## src/rtl/sp_ptr_gen_mod.sv

```systemverilog
// sp_ptr_gen_mod: stack pointer with step inc/dec, serial byte load, signed relative add and peek
module sp_ptr_gen_mod #(
  parameter int WIDTH = 16,
  parameter int BUS_WIDTH = 8,
  parameter int unsigned STEP = 1,
  parameter logic [WIDTH-1:0] RESET_VALUE = '0
) (
  input  logic                 clock,
  input  logic                 reset,
  input  logic [2:0]           sp_op,
  input  logic [BUS_WIDTH-1:0] data_bus,
  output logic [WIDTH-1:0]     sp,
  output logic [WIDTH-1:0]     rel_out,
  output logic                 h_flag,
  output logic                 c_flag,
  output logic                 load_busy,
  output logic                 load_done
);
  localparam int NBYTES = WIDTH / BUS_WIDTH;
  localparam int HB = BUS_WIDTH / 2;
  localparam int CW = $clog2(NBYTES);
  localparam int BW = (NBYTES - 1) * BUS_WIDTH;
  localparam logic [WIDTH-1:0] STEP_W = WIDTH'(STEP);
  localparam logic [2:0] OP_INCR = 3'd1, OP_DECR = 3'd2, OP_LOAD = 3'd3, OP_REL = 3'd4, OP_PEEK = 3'd5;
  typedef enum logic {IDLE, COLLECT} state_t;
  state_t state, state_n;
  logic [CW-1:0] count;
  logic [BW-1:0] buffer;
  logic is_load, last, is_rel;
  logic [WIDTH-1:0] ext, rel_sum;
  logic [HB:0] h_sum;
  logic [BUS_WIDTH:0] c_sum;
  always_comb begin
    is_load = sp_op == OP_LOAD;
    is_rel = sp_op == OP_REL || sp_op == OP_PEEK;
    last = state == COLLECT && count == CW'(NBYTES - 1);
    state_n = is_load && !last ? COLLECT : IDLE;
    ext = {{(WIDTH-BUS_WIDTH){data_bus[BUS_WIDTH-1]}}, data_bus};
    rel_sum = sp + ext;
    h_sum = {1'b0, sp[HB-1:0]} + {1'b0, data_bus[HB-1:0]};
    c_sum = {1'b0, sp[BUS_WIDTH-1:0]} + {1'b0, data_bus};
  end
  always_ff @(posedge clock) begin
    if (reset) begin
      state <= IDLE;
      sp <= RESET_VALUE;
      rel_out <= '0;
      h_flag <= 1'b0;
      c_flag <= 1'b0;
      load_busy <= 1'b0;
      load_done <= 1'b0;
      count <= '0;
      buffer <= '0;
    end else begin
      state <= state_n;
      load_busy <= state_n == COLLECT;
      load_done <= is_load && last;
      if (is_load) begin
        if (last) begin
          sp <= {data_bus, buffer};
          count <= '0;
        end else begin
          for (int i = 0; i < NBYTES - 1; i++)
            if (count == CW'(i)) buffer[i*BUS_WIDTH +: BUS_WIDTH] <= data_bus;
          count <= count + 1'b1;
        end
      end else begin
        // any other op abandons a partial load and still executes
        count <= '0;
        sp <= sp_op == OP_INCR ? sp + STEP_W :
              sp_op == OP_DECR ? sp - STEP_W :
              sp_op == OP_REL  ? rel_sum : sp;
        if (is_rel) begin
          rel_out <= rel_sum;
          h_flag <= h_sum[HB];
          c_flag <= c_sum[BUS_WIDTH];
        end
      end
    end
  end
endmodule
```

## config.mk

```make
export PLATFORM = sky130hd
export DESIGN_NAME = sp_ptr_gen_mod
export DESIGN_NICKNAME = d
export VERILOG_FILES = /design/src/rtl/sp_ptr_gen_mod.sv
export SDC_FILE = /design/constraint.sdc
export NUM_CORES = 1
export LEC_CHECK = 0
export CAP_MARGIN = 25
export CORE_MARGIN = 2
export CORE_UTILIZATION = 45
export CTS_CLUSTER_SIZE = 16
export DETAILED_ROUTE_END_ITERATION = 8
export PLACE_DENSITY = 0.68
export SLEW_MARGIN = 20
export SYNTH_ARGS = -nofsm -noshare
export SYNTH_HDL_FRONTEND = slang
export SYNTH_SLANG_ARGS = --single-unit
```

## constraint.sdc

```tcl
create_clock -name clock -period 6.7 [get_ports clock]
set_input_delay 0.67 -clock clock [delete_from_list [all_inputs] [get_ports clock]]
set_output_delay 0.67 -clock clock [all_outputs]
set_load 0.02 [all_outputs]
```

## After elaboration in Yosys (flattened, before gate mapping)

Index checks and enable logic that the tools add are counted.

- Register bits: 45
- Input port bits: 13
- Output and inout bits: 36
- Logic and storage cells: 39

- $add $sub $neg: 6
- Equality and inequality tests: 6
- Mux-type cells: 6
- Bitwise operators: 3
- Reductions and logical operators: 10

Operators by type and width:

| cell | number |
|---|---|
| 2-to-1 mux 16 bit | 5 |
| adder 16 x 1 -> 16 bit, second input constant | 1 |
| adder 16 bit | 1 |
| subtractor 16 x 1 -> 16 bit, second input constant | 1 |
| adder 8 x 8 -> 9 bit | 1 |
| equality test 3 x 2 -> 1 bit, second input constant | 2 |
| equality test 3 bit, second input constant | 2 |
| adder 4 x 4 -> 5 bit | 1 |
| AND reduction 2 bit | 2 |
| nonzero test 4 bit | 1 |
| equality test 3 x 1 -> 1 bit, second input constant | 1 |
| logical AND 1 bit | 3 |
| inverter 1 bit | 3 |
| AND reduction 3 bit | 1 |
| OR reduction 3 bit | 1 |
| != test 2 x 1 -> 1 bit, second input constant | 1 |
| adder 1 bit, second input constant | 1 |
| logical NOT 1 bit | 1 |
| logical OR 1 bit | 1 |
| 2-to-1 mux 1 bit | 1 |

## Longest topological paths before layout

Gate-level depths: netlist of run 1.

- Word-level depth: 5
- Depth in mapped cells: 9
- Mapped depth without buffers: 9

## Least setup slack after synthesis of run 1

No wires, ideal clock.

- Kind: input-to-reg
- Start point: input data_bus[0]
- End point: register sp[14]
- Library setup time: 0.131 ns
- Arrival time: 2.606 ns
- Data required time: 6.569 ns
- Setup slack: 3.963 ns
- Stages on the path: 9
- Buffers on the path: 0
- Cell sequence: ha_1 -> fa_1 -> a21o_1 -> a311oi_1 -> o21ai_1 -> a31oi_1 -> xnor2_1 -> a2111oi_0 -> nor3_1

- Word-level cells in the longest chain between the ends: 5

Ends and longest elaborated chain:

| what | line | source |
|---|---|---|
| start, declared | 11 | `input logic [BUS_WIDTH-1:0] data_bus,` |
| adder 16 bit | 39 | `rel_sum = sp + ext;` |
| 2-to-1 mux 16 bit | 72 | `sp_op == OP_REL ? rel_sum : sp;` |
| 2-to-1 mux 16 bit | 71 | `sp_op == OP_DECR ? sp - STEP_W :` |
| 2-to-1 mux 16 bit | 70 | `sp <= sp_op == OP_INCR ? sp + STEP_W :` |
| 2-to-1 mux 16 bit | 58 | `if (is_load) begin` |
| end signal, assigned | 60 | `sp <= {data_bus, buffer};` |
| end signal, assigned | 70 |  |
| end, declared | 12 | `output logic [WIDTH-1:0] sp,` |

No other way between the ends. The select of a mux whose other input is x is not followed.
A chain may end at the register's enable or synchronous reset.

## Worst setup path in the final report of run 1

- Start point: input sp_op[1]
- End point: register buffer[7]

- Word-level cells in the longest chain between the ends: 2

Ends and longest elaborated chain:

| what | line | source |
|---|---|---|
| start, declared | 10 | `input logic [2:0] sp_op,` |
| equality test 3 x 2 -> 1 bit | 34 | `is_load = sp_op == OP_LOAD;` |
| AND reduction 3 bit (no source line) | n/a |  |
| end signal, assigned by index | 64 | `if (count == CW'(i)) buffer[i*BUS_WIDTH +: BUS_WIDTH] <= data_bus;` |
| end, declared | 28 | `logic [BW-1:0] buffer;` |

No other way between the ends.

==> flow_metrics.env, run 1 <==
export IMPL_firstDrtPassIters=5
export IMPL_initial_utilization_pct=46.6
export IMPL_num_fill_cells=728
export IMPL_clock_skew_ns=0.00668
export IMPL_synth_edf_count=0
export IMPL_syn_area_per_cell_sq_um=7.23
export IMPL_clock_fmax_ghz=0.288
export IMPL_synth_main_ff_cell="dfxtp_1"
export IMPL_wirelength_um=11100
export IMPL_syn2layout_area_growth_pct=18.9
export IMPL_num_vias=3809
export IMPL_crit_arrival_ns=3.72
export IMPL_critPathBufInv=1
export IMPL_ys_top_cells_by_area="dfxtp_1 (26%), a21oi_1 (7.7%), nand2_1 (7.4%), ha_1 (6.3%), nor2_1 (4.3%)"
export IMPL_cts_root_buffer="clkbuf_8"
export IMPL_multi_input_area_sq_um=2320
export IMPL_die_width_um=90.9
export IMPL_holdBufCountCts=0
export IMPL_cts_buffers=5
export IMPL_nets=529
export IMPL_post_cts_resize_count=0
export IMPL_fin_hold_ws_ns=0.454
export IMPL_grt_pass1_vias=3483
export IMPL_grt_pass1_wl_um=18000
export IMPL_cts_sinks=45
export IMPL_syn_num_nets=501
export IMPL_drt_iter0_drc=473
export IMPL_drc=0
export IMPL_clk_latency_ns=0.31
export IMPL_ant_nets=0
export IMPL_ys_ff_latch=45
export IMPL_fp_coreArea_sq_um=7290
export IMPL_crit_path_end_kind="flop"
export IMPL_io_buffers=48
export IMPL_synth_area_leader_cell="dfxtp_1"
export IMPL_tightest_slew_ns=0.838
export IMPL_clk_pin_slew_ns=0.09
export IMPL_synth_seq_area_share_pct=26.5
export IMPL_grt_util_all_layers_pct=27.0
export IMPL_antenna_found_initial=0
export IMPL_gp_congestion=0.949
export IMPL_grt_max_degree=46
export IMPL_power_total_uw=1020
export IMPL_critPathSlowestCell="clkdlybuf4s50_1"
export IMPL_critical_path_top_delay_family="simple AND/OR/NAND/NOR gates"
export IMPL_die_area_sq_um=8270
export IMPL_yosys_area_top_type_share_pct=26.5
export IMPL_worstPathCellList="clkdlybuf4s50_1 > nor2b_1 > nand2_1 > nor2_1 > nand2_1 > a21oi_1"
export IMPL_fin_crit_sh_pct=51.9
export IMPL_io_pin_count=49
export IMPL_path_max_fanout=25
export IMPL_slew_violations=0
export IMPL_timing_setup_tns_ns=0
export IMPL_fin_crit_ns=3.48
export IMPL_required_ns=6.94
export IMPL_yosysWarnings=0
export IMPL_peakVddDrop_v=0.000137
export IMPL_setup_viol=0
export IMPL_p_leak_uw=0.00147
export IMPL_vias_per_cell=6.37
export IMPL_crit_top_cell="nand2_1"
export IMPL_synthCells=470
export IMPL_antennaDiodeCount=0
export IMPL_powerDensity_nw_per_um2=252
export IMPL_max_stage_delay_ns=0.98
export IMPL_post_drt_wl_per_cell_um=18.6
export IMPL_seq_area_sq_um=901
export IMPL_rows=31
export IMPL_die_h_um=90.9
export IMPL_htree_levels=2
export IMPL_outcome="completed"
export IMPL_synth_area_sq_um=3400
export IMPL_dp_hpwl_um=8080
export IMPL_rsz0062_at_grt="no"
export IMPL_cap_violations=0
export IMPL_synthArstFlopShare_pct=0
export IMPL_drive_gt1_share_pct=4.01
export IMPL_hold_violations=0
export IMPL_max_clock_path_buffers=2
export IMPL_critPathKind="input port to flop"
export IMPL_hp_class="flop to flop"
export IMPL_cts_tree="built"
export IMPL_relSlewSlack_pct=43.9
export IMPL_cp_start_kind="input port"
export IMPL_overflow=0
export IMPL_synth_cell_type_count=61
export IMPL_cts_setup_buffers=0
==> worst reg2reg max path, delay by kind of cell, from the launching register on <==
| family | cells | cell delay [ns] |
|---|---|---|
| fa+ha+maj | 2 | 0.70 |
| simple gates | 1 | 0.08 |
| xor+xnor | 1 | 0.14 |
| compound gates | 5 | 1.50 |
| flops | 1 | 0.46 |
==> synthesized netlist by cell type, types with 4 or more instances <==
cell type	instances
o221ai_1	4
ha_1	17
or3_1	9
xor2_1	8
a21o_1	8
and2_1	7
o211ai_1	8
a21oi_1	52
o22ai_1	6
a221oi_1	4
o21ai_1	5
o21ai_0	26
o31ai_1	4
nor2_1	39
nor4_1	6
nand3_1	16
inv_1	13
nand2_1	67
a31oi_1	5
dfxtp_1	45
clkbuf_1	26
xnor2_1	15
a211oi_1	7
nor3_1	14
nor2b_1	4
nand4_1	6
==> layer usage <==
layer / vias to the layer above / part of all wire (%) / GRT usage, %
met4: 0 / 2.1 / 8.46
met5: - / 0 / 0
met3: 30 / 7.6 / 5.18
li1: 1792 / - / -
met1: 1781 / 45 / 36.7
met2: 206 / 45 / 43.1
==> cells by family after synthesis <==
logic type	share of synthesized area (%)
simple gates	24.6
compound gates	30.7
fa+ha+maj	6.85
flops	26.5
buf+inv	5.12
xor+xnor	5.93
mux	0.294
==> per-stage QoR <==
step | util, % | setup WS [ns] | instances | instance area (sq um)
global route | 55.4 | 3.04 | 598 | 4040
floorplan | - | 3.96 | 470 | 3400
global placement | 53.6 | 3.04 | 590 | 3910
detailed placement | 53.6 | 3.03 | 590 | 3910
CTS | 55.4 | 3.34 | 598 | 4040
finish | 55.4 | 3.22 | 598 | 4040
==> cell type report <==
class	count	share of cell area, %
clock buffers	5	1.70
repair buffers	51	12.4
inverters	14	1.30
clock inverters	3	1.70
multi-input cells	381	57.5
flip-flops and latches	45	22.3
well taps	99	3.06
==> cell usage in the layout (no fill, tap or decap), types with 3 or more instances in the layout <==
cell,Yosys,final
a221oi_1,4,4
a31oi_1,5,5
o22ai_1,6,6
ha_1,17,17
nor2_1,39,39
a21o_1,8,8
nand3_1,16,16
or3_1,9,9
xnor2_1,15,15
nor2b_1,4,4
o211ai_1,8,8
o21ai_0,26,26
clkdlybuf4s50_1,0,48
and2_1,7,7
a311oi_1,3,3
clkbuf_8,0,5
nand2_1,67,67
xor2_1,8,8
dfxtp_1,45,45
nand2b_1,3,3
a211o_1,3,3
nor3_1,14,14
a211oi_1,7,7
a21oi_1,52,52
o221ai_1,4,4
o21ai_1,5,5
inv_1,13,13
buf_4,0,3
nor4_1,6,6
o31ai_1,4,4
nand4_1,6,6
==> sequential cells by signal, summed over array words and instances, names as in the netlist <==
name	cells
count	1
load_done	1
state	1
h_flag	1
rel_out	16
buffer	8
c_flag	1
sp	16
==> power by group <==
| part | internal (uW) | switching, uW | total [uW] |
|---|---|---|---|
| Clock | 150 | 104 | 254 |
| Combinational | 176 | 244 | 419 |
| Sequential | 294 | 49.6 | 344 |
| Total | 620 | 398 | 1020 |
==> path summary, 6_finish.rpt <==
kind                            depth (start not counted)  slack [ns]                      from                       end
worst min-delay path                                    2        0.45  rel_out[12]$_SDFFE_PP0P_  rel_out[12]$_SDFFE_PP0P_
worst min register to register                          2        0.45  rel_out[12]$_SDFFE_PP0P_  rel_out[12]$_SDFFE_PP0P_
worst max-delay path                                    6        3.22                  sp_op[1]    buffer[7]$_SDFFE_PP0P_
worst max register to register                          9        3.70        sp[0]$_SDFFE_PP0P_       sp[14]$_SDFFE_PP0P_
No activity file was read; power rests on OpenSTA's default activity.
==> run 2, diff against run 1 <==
- clock period: 6.7 -> 3.3 ns (I/O delays scaled with it)
==> run 2 against run 1 <==
Compared with the run above:
- flip-flop and latch count stayed put
- via count is 1.2% higher
- cell count is 2.5% higher
- global-route usage is 0.50 points higher
- register-to-register slack worse by 3.2 ns
- setup slack worse by 2.8 ns
- critical path depth is 4 higher
- clock power is 77% higher
- largest cell class unchanged
- non-clock buffer count is 15 higher
- wire length is 0.78% higher
==> flow_metrics.env, run 2 (synthesis gave the netlist of run 1 again) <==
export IMPL_outcome="completed"
export IMPL_hold_violations=0
export IMPL_antenna_found_initial=0
export IMPL_cts_tree="built"
export IMPL_cts_setup_buffers=0
export IMPL_place_ws_ns=0.156
export IMPL_antennaDiodeCount=0
export IMPL_drc=0
export IMPL_nets=544
export IMPL_num_vias=3853
export IMPL_drt_iter0_drc=512
export IMPL_clk_pin_slew_ns=0.08
export IMPL_powerDensity_nw_per_um2=485
export IMPL_timing_setup_tns_ns=0
export IMPL_final_core_util_pct=56.7
export IMPL_cp_start_kind="input port"
export IMPL_path_max_fanout=3
export IMPL_fin_crit_ns=2.85
export IMPL_crit_path_end_kind="flop"
export IMPL_firstDrtPassIters=6
export IMPL_min_delay_start="rel_out[13]$_SDFFE_PP0P_"
export IMPL_fin_crit_sh_pct=86.5
export IMPL_multi_input_area_sq_um=2320
export IMPL_setup_ws_ns=0.446
export IMPL_overflow=0
export IMPL_top_regs="rel_out: 16 flops, sp: 16 flops, buffer: 8 flops"
export IMPL_clock_fmax_ghz=0.350
export IMPL_rsz0062_at_grt="no"
export IMPL_setup_viol=0
export IMPL_vias_per_cell=6.29
export IMPL_clk_latency_ns=0.31
export IMPL_post_drt_wl_per_cell_um=18.3
export IMPL_holdBufCountCts=0
export IMPL_peakVddDrop_v=0.000230
export IMPL_grt_max_degree=29
export IMPL_tightest_slew_ns=0.739
export IMPL_hp_class="flop to flop"
export IMPL_grt_pass1_vias=3644
export IMPL_fp_coreArea_sq_um=7290
export IMPL_syn2layout_area_growth_pct=21.7
export IMPL_initial_utilization_pct=46.6
export IMPL_io_pin_count=49
export IMPL_max_clock_path_buffers=2
export IMPL_die_width_um=90.9
export IMPL_power_total_uw=2010
export IMPL_fin_hold_ws_ns=0.457
export IMPL_die_area_sq_um=8270
export IMPL_dp_hpwl_um=8540
export IMPL_cts_buffers=5
export IMPL_cts_root_buffer="clkbuf_8"
export IMPL_crit_start="data_bus[0]"
export IMPL_crit_arrival_ns=3.04
export IMPL_final_cell_mix="nand2_1 (67), a21oi_1 (52), clkdlybuf4s50_1 (48), dfxtp_1 (45), nor2_1 (39)"
export IMPL_final_common_cell="nand2_1"
export IMPL_r2r_start="sp[2]$_SDFFE_PP0P_"
export IMPL_drive_gt1_share_pct=6.81
export IMPL_critPathKind="input port to flop"
export IMPL_seq_area_sq_um=901
export IMPL_grt_pass1_wl_um=18300
export IMPL_cts_sinks=45
export IMPL_clock_skew_ns=0.00715
export IMPL_post_cts_resize_count=0
export IMPL_required_ns=3.48
export IMPL_gp_congestion=0.914
export IMPL_rows=31
export IMPL_htree_levels=2
export IMPL_io_buffers=48
export IMPL_cap_violations=0
export IMPL_slew_violations=0
export IMPL_grt_util_all_layers_pct=27.4
export IMPL_num_fill_cells=766
export IMPL_die_h_um=90.9
export IMPL_p_leak_uw=0.00154
export IMPL_relSlewSlack_pct=50.5
export IMPL_ant_nets=0
export IMPL_wirelength_um=11200
## run 2: changes by cell type in the layout (fill, tap and decap cells not counted), sizes merged
| cell | previous run | this run |
|---|---|---|
| clkinvlp | 0 | 1 |
| bufinv | 2 | 1 |
| inv | 15 | 14 |
| buf | 3 | 18 |
| clkbuf | 5 | 6 |
## run 2: worst paths after layout
| path | end | slack, ns | depth (start not counted) |
|---|---|---|---|
| worst max register to register | sp[14]$_SDFFE_PP0P_ | 0.54 | 8 |
| worst min register to register | rel_out[13]$_SDFFE_PP0P_ | 0.46 | 2 |
| worst min-delay path | rel_out[13]$_SDFFE_PP0P_ | 0.46 | 2 |
| worst max-delay path | sp[14]$_SDFFE_PP0P_ | 0.45 | 10 |
## run 2: report_power, final
part	leakage (uW)	switching [uW]	total (uW)	internal, uW
logic	0.00111	506	879	372
registers	0.000369	81.1	679	598
clock network	0.0000574	202	449	246
## run 2: cell type report
cell class / instances / share of cell area (%)
multi-input combinational: 381 / 56.2
sequential: 45 / 21.8
timing repair buffer: 66 / 14.9
tap: 99 / 2.99
clock buffer: 6 / 2.00
inverter: 14 / 1.27
clock inverter: 2 / 0.907
## run 2: layer usage
layer  part of all wire [%]  vias to the layer above  track usage (%)  routed length (um)
li1                       -                     1815                -                   -
met1                     42                     1803             36.6                4740
met2                     47                      210             45.5                5240
met3                    8.8                       25             4.34                 991
met4                    2.1                        0             8.46                 239
met5                      0                        -                0                   0
## run 2: worst max-delay path, stage by stage
cell	delay, ns
clkdlybuf4s50_1	0.45
ha_1	0.25
fa_1	0.41
a21o_1	0.21
a311oi_1	0.40
o21ai_1	0.15
a31oi_1	0.23
xnor2_1	0.10
a2111oi_0	0.43
nor3_1	0.08
## run 2: metrics by stage
stage | instances | instance area [sq um]
detailed placement | 605 | 4020
CTS | 613 | 4140
floorplan | 470 | 3400
finish | 613 | 4140
global route | 613 | 4140
global placement | 605 | 4020
==> run 3, diff against run 2 <==
- CAP_MARGIN: 25 -> 20
- CORE_UTILIZATION: 45 -> 55
- PLACE_DENSITY: 0.68 -> 0.81
==> run 3 against run 2 <==
Compared with the run above:
- critical path depth unchanged
- sequential power is essentially flat
- register-to-register slack better by 0.12 ns
- critical endpoint unchanged
==> flow_metrics.env, run 3 (synthesis gave the netlist of run 1 again) <==
export IMPL_max_clock_path_buffers=2
export IMPL_outcome="completed"
export IMPL_fin_crit_sh_pct=86.5
export IMPL_critPathBufInv=1
export IMPL_cts_buffers=5
export IMPL_grt_max_degree=31
export IMPL_clk_latency_ns=0.31
export IMPL_slew_violations=0
export IMPL_relSlewSlack_pct=54.1
export IMPL_wirelength_um=11300
export IMPL_r2r_slack_ns=0.66
export IMPL_holdPathEnd="rel_out[0]$_SDFFE_PP0P_"
export IMPL_critPathKind="input port to flop"
export IMPL_p_leak_uw=0.00152
export IMPL_htree_levels=2
export IMPL_rsz0062_at_grt="no"
export IMPL_critical_path_top_delay_family="compound AO/OA/AOI/OAI gates"
export IMPL_cts_setup_buffers=0
export IMPL_setup_viol=0
export IMPL_fp_coreArea_sq_um=5960
export IMPL_num_vias=3858
export IMPL_gp_congestion=0.997
export IMPL_r2r_cells=9
export IMPL_cap_violations=0
export IMPL_tightest_slew_ns=0.687
export IMPL_die_area_sq_um=6830
export IMPL_path_max_fanout=3
export IMPL_overflow=0
export IMPL_powerDensity_nw_per_um2=472
export IMPL_post_cts_resize_count=0
export IMPL_worstPathCellList="clkdlybuf4s50_1 > ha_1 > fa_1 > a21o_1 > a311oi_1 > o21ai_1 > a31oi_1 > xnor2_1 > a2111oi_0 > nor3_1"
export IMPL_clk_pin_slew_ns=0.10
export IMPL_peakVddDrop_v=0.000259
export IMPL_placed_cell_area_sq_um=3980
export IMPL_vias_per_cell=6.56
export IMPL_crit_path_end_kind="flop"
export IMPL_worst_r2r_endpoint="sp[14]$_SDFFE_PP0P_"
export IMPL_cp_start_kind="input port"
export IMPL_grt_util_all_layers_pct=33.8
export IMPL_die_h_um=82.6
export IMPL_cts_tree="built"
export IMPL_antenna_found_initial=0
export IMPL_final_cell_mix="nand2_1 (67), a21oi_1 (52), clkdlybuf4s50_1 (48), dfxtp_1 (45), nor2_1 (39)"
export IMPL_rows=28
export IMPL_max_stage_delay_ns=0.46
export IMPL_io_pin_count=49
export IMPL_grt_pass1_wl_um=17500
export IMPL_clock_fmax_ghz=0.350
export IMPL_min_delay_start="rel_out[0]$_SDFFE_PP0P_"
export IMPL_r2r_start="sp[0]$_SDFFE_PP0P_"
export IMPL_clock_skew_ns=0.0133
export IMPL_hold_violations=0
export IMPL_post_drt_wl_per_cell_um=19.3
export IMPL_drc=0
export IMPL_hp_class="flop to flop"
export IMPL_syn2layout_area_growth_pct=19.7
export IMPL_final_common_cell="nand2_1"
export IMPL_cts_root_buffer="clkbuf_8"
export IMPL_grt_pass1_vias=3340
export IMPL_holdPathStages=2
export IMPL_die_width_um=82.6
export IMPL_io_buffers=48
export IMPL_dp_hpwl_um=8520
export IMPL_antennaDiodeCount=0
export IMPL_initial_utilization_pct=57.1
export IMPL_power_total_uw=1920
export IMPL_drive_gt1_share_pct=6.63
export IMPL_num_fill_cells=549
export IMPL_top_regs="rel_out: 16 flops, sp: 16 flops, buffer: 8 flops"
export IMPL_nets=543
export IMPL_crit_arrival_ns=3.04
export IMPL_holdBufCountCts=0
export IMPL_cts_sinks=45
export IMPL_design_area_sq_um=4070
export IMPL_timing_setup_tns_ns=0
export IMPL_ant_nets=0
export IMPL_firstDrtPassIters=5
export IMPL_drt_iter0_drc=469
export IMPL_required_ns=3.49
export IMPL_fin_crit_ns=2.85
export IMPL_critPathSlowestCell="clkdlybuf4s50_1"
## run 3: layout make-up
class / instances / area (sq um) / share of cell area [%]
Timing Repair Buffer: 65 / 608 / 14.9
Inverter: 14 / 52.6 / 1.29
Sequential cell: 45 / 901 / 22.1
Tap cell: 75 / 93.8 / 2.31
Multi-Input combinational cell: 381 / 2320 / 57.1
Clock buffer: 5 / 68.8 / 1.69
Clock inverter: 3 / 21.3 / 0.523
## run 3: how the worst max path moves through the flow
stage,start,end,slack [ns],cells past startpoint
5_1_grt,data_bus[0],sp[14]$_SDFFE_PP0P_,0.30,10
4_1_cts,data_bus[0],sp[14]$_SDFFE_PP0P_,0.47,10
3_5_place_dp,data_bus[0],sp[14]$_SDFFE_PP0P_,0.17,10
3_3_place_gp,data_bus[0],sp[14]$_SDFFE_PP0P_,0.23,10
2_1_floorplan,sp[0]$_SDFFE_PP0P_,sp[14]$_SDFFE_PP0P_,0.76,9
6_report,data_bus[0],sp[14]$_SDFFE_PP0P_,0.45,10
## run 3: layer usage
metal	up-vias	share of wire, %	global-route usage, %
li1	1815	-	-
met1	1766	43	46.5
met2	246	46	54.9
met3	31	9.0	6.20
met4	0	2.7	7.87
met5	-	0	0
## run 3: metrics by stage
stage / worst slack, ns / hold slack (ns) / util, % / cells
3_5_place_dp: 0.171 / 0.447 / 66.8 / 580
5_1_grt: 0.303 / 0.473 / 68.3 / 588
6_report: 0.446 / 0.460 / 68.3 / 588
3_3_place_gp: 0.231 / 0.445 / 66.8 / 580
2_1_floorplan: 0.758 / 0.449 / - / 470
4_1_cts: 0.471 / 0.461 / 68.3 / 588
## run 3: worst register-to-register path: cells and delay by family, from the launching register on
family | cells | cell delay, ns
xor+xnor | 1 | 0.11
simple gates | 1 | 0.08
flops | 1 | 0.32
fa+ha+maj | 2 | 0.63
compound gates | 5 | 1.39
## run 3: power breakdown
group          switching (uW)  internal [uW]
Combinational             506            372
Clock                     212            151
Sequential               84.1            598
Total                     802           1120
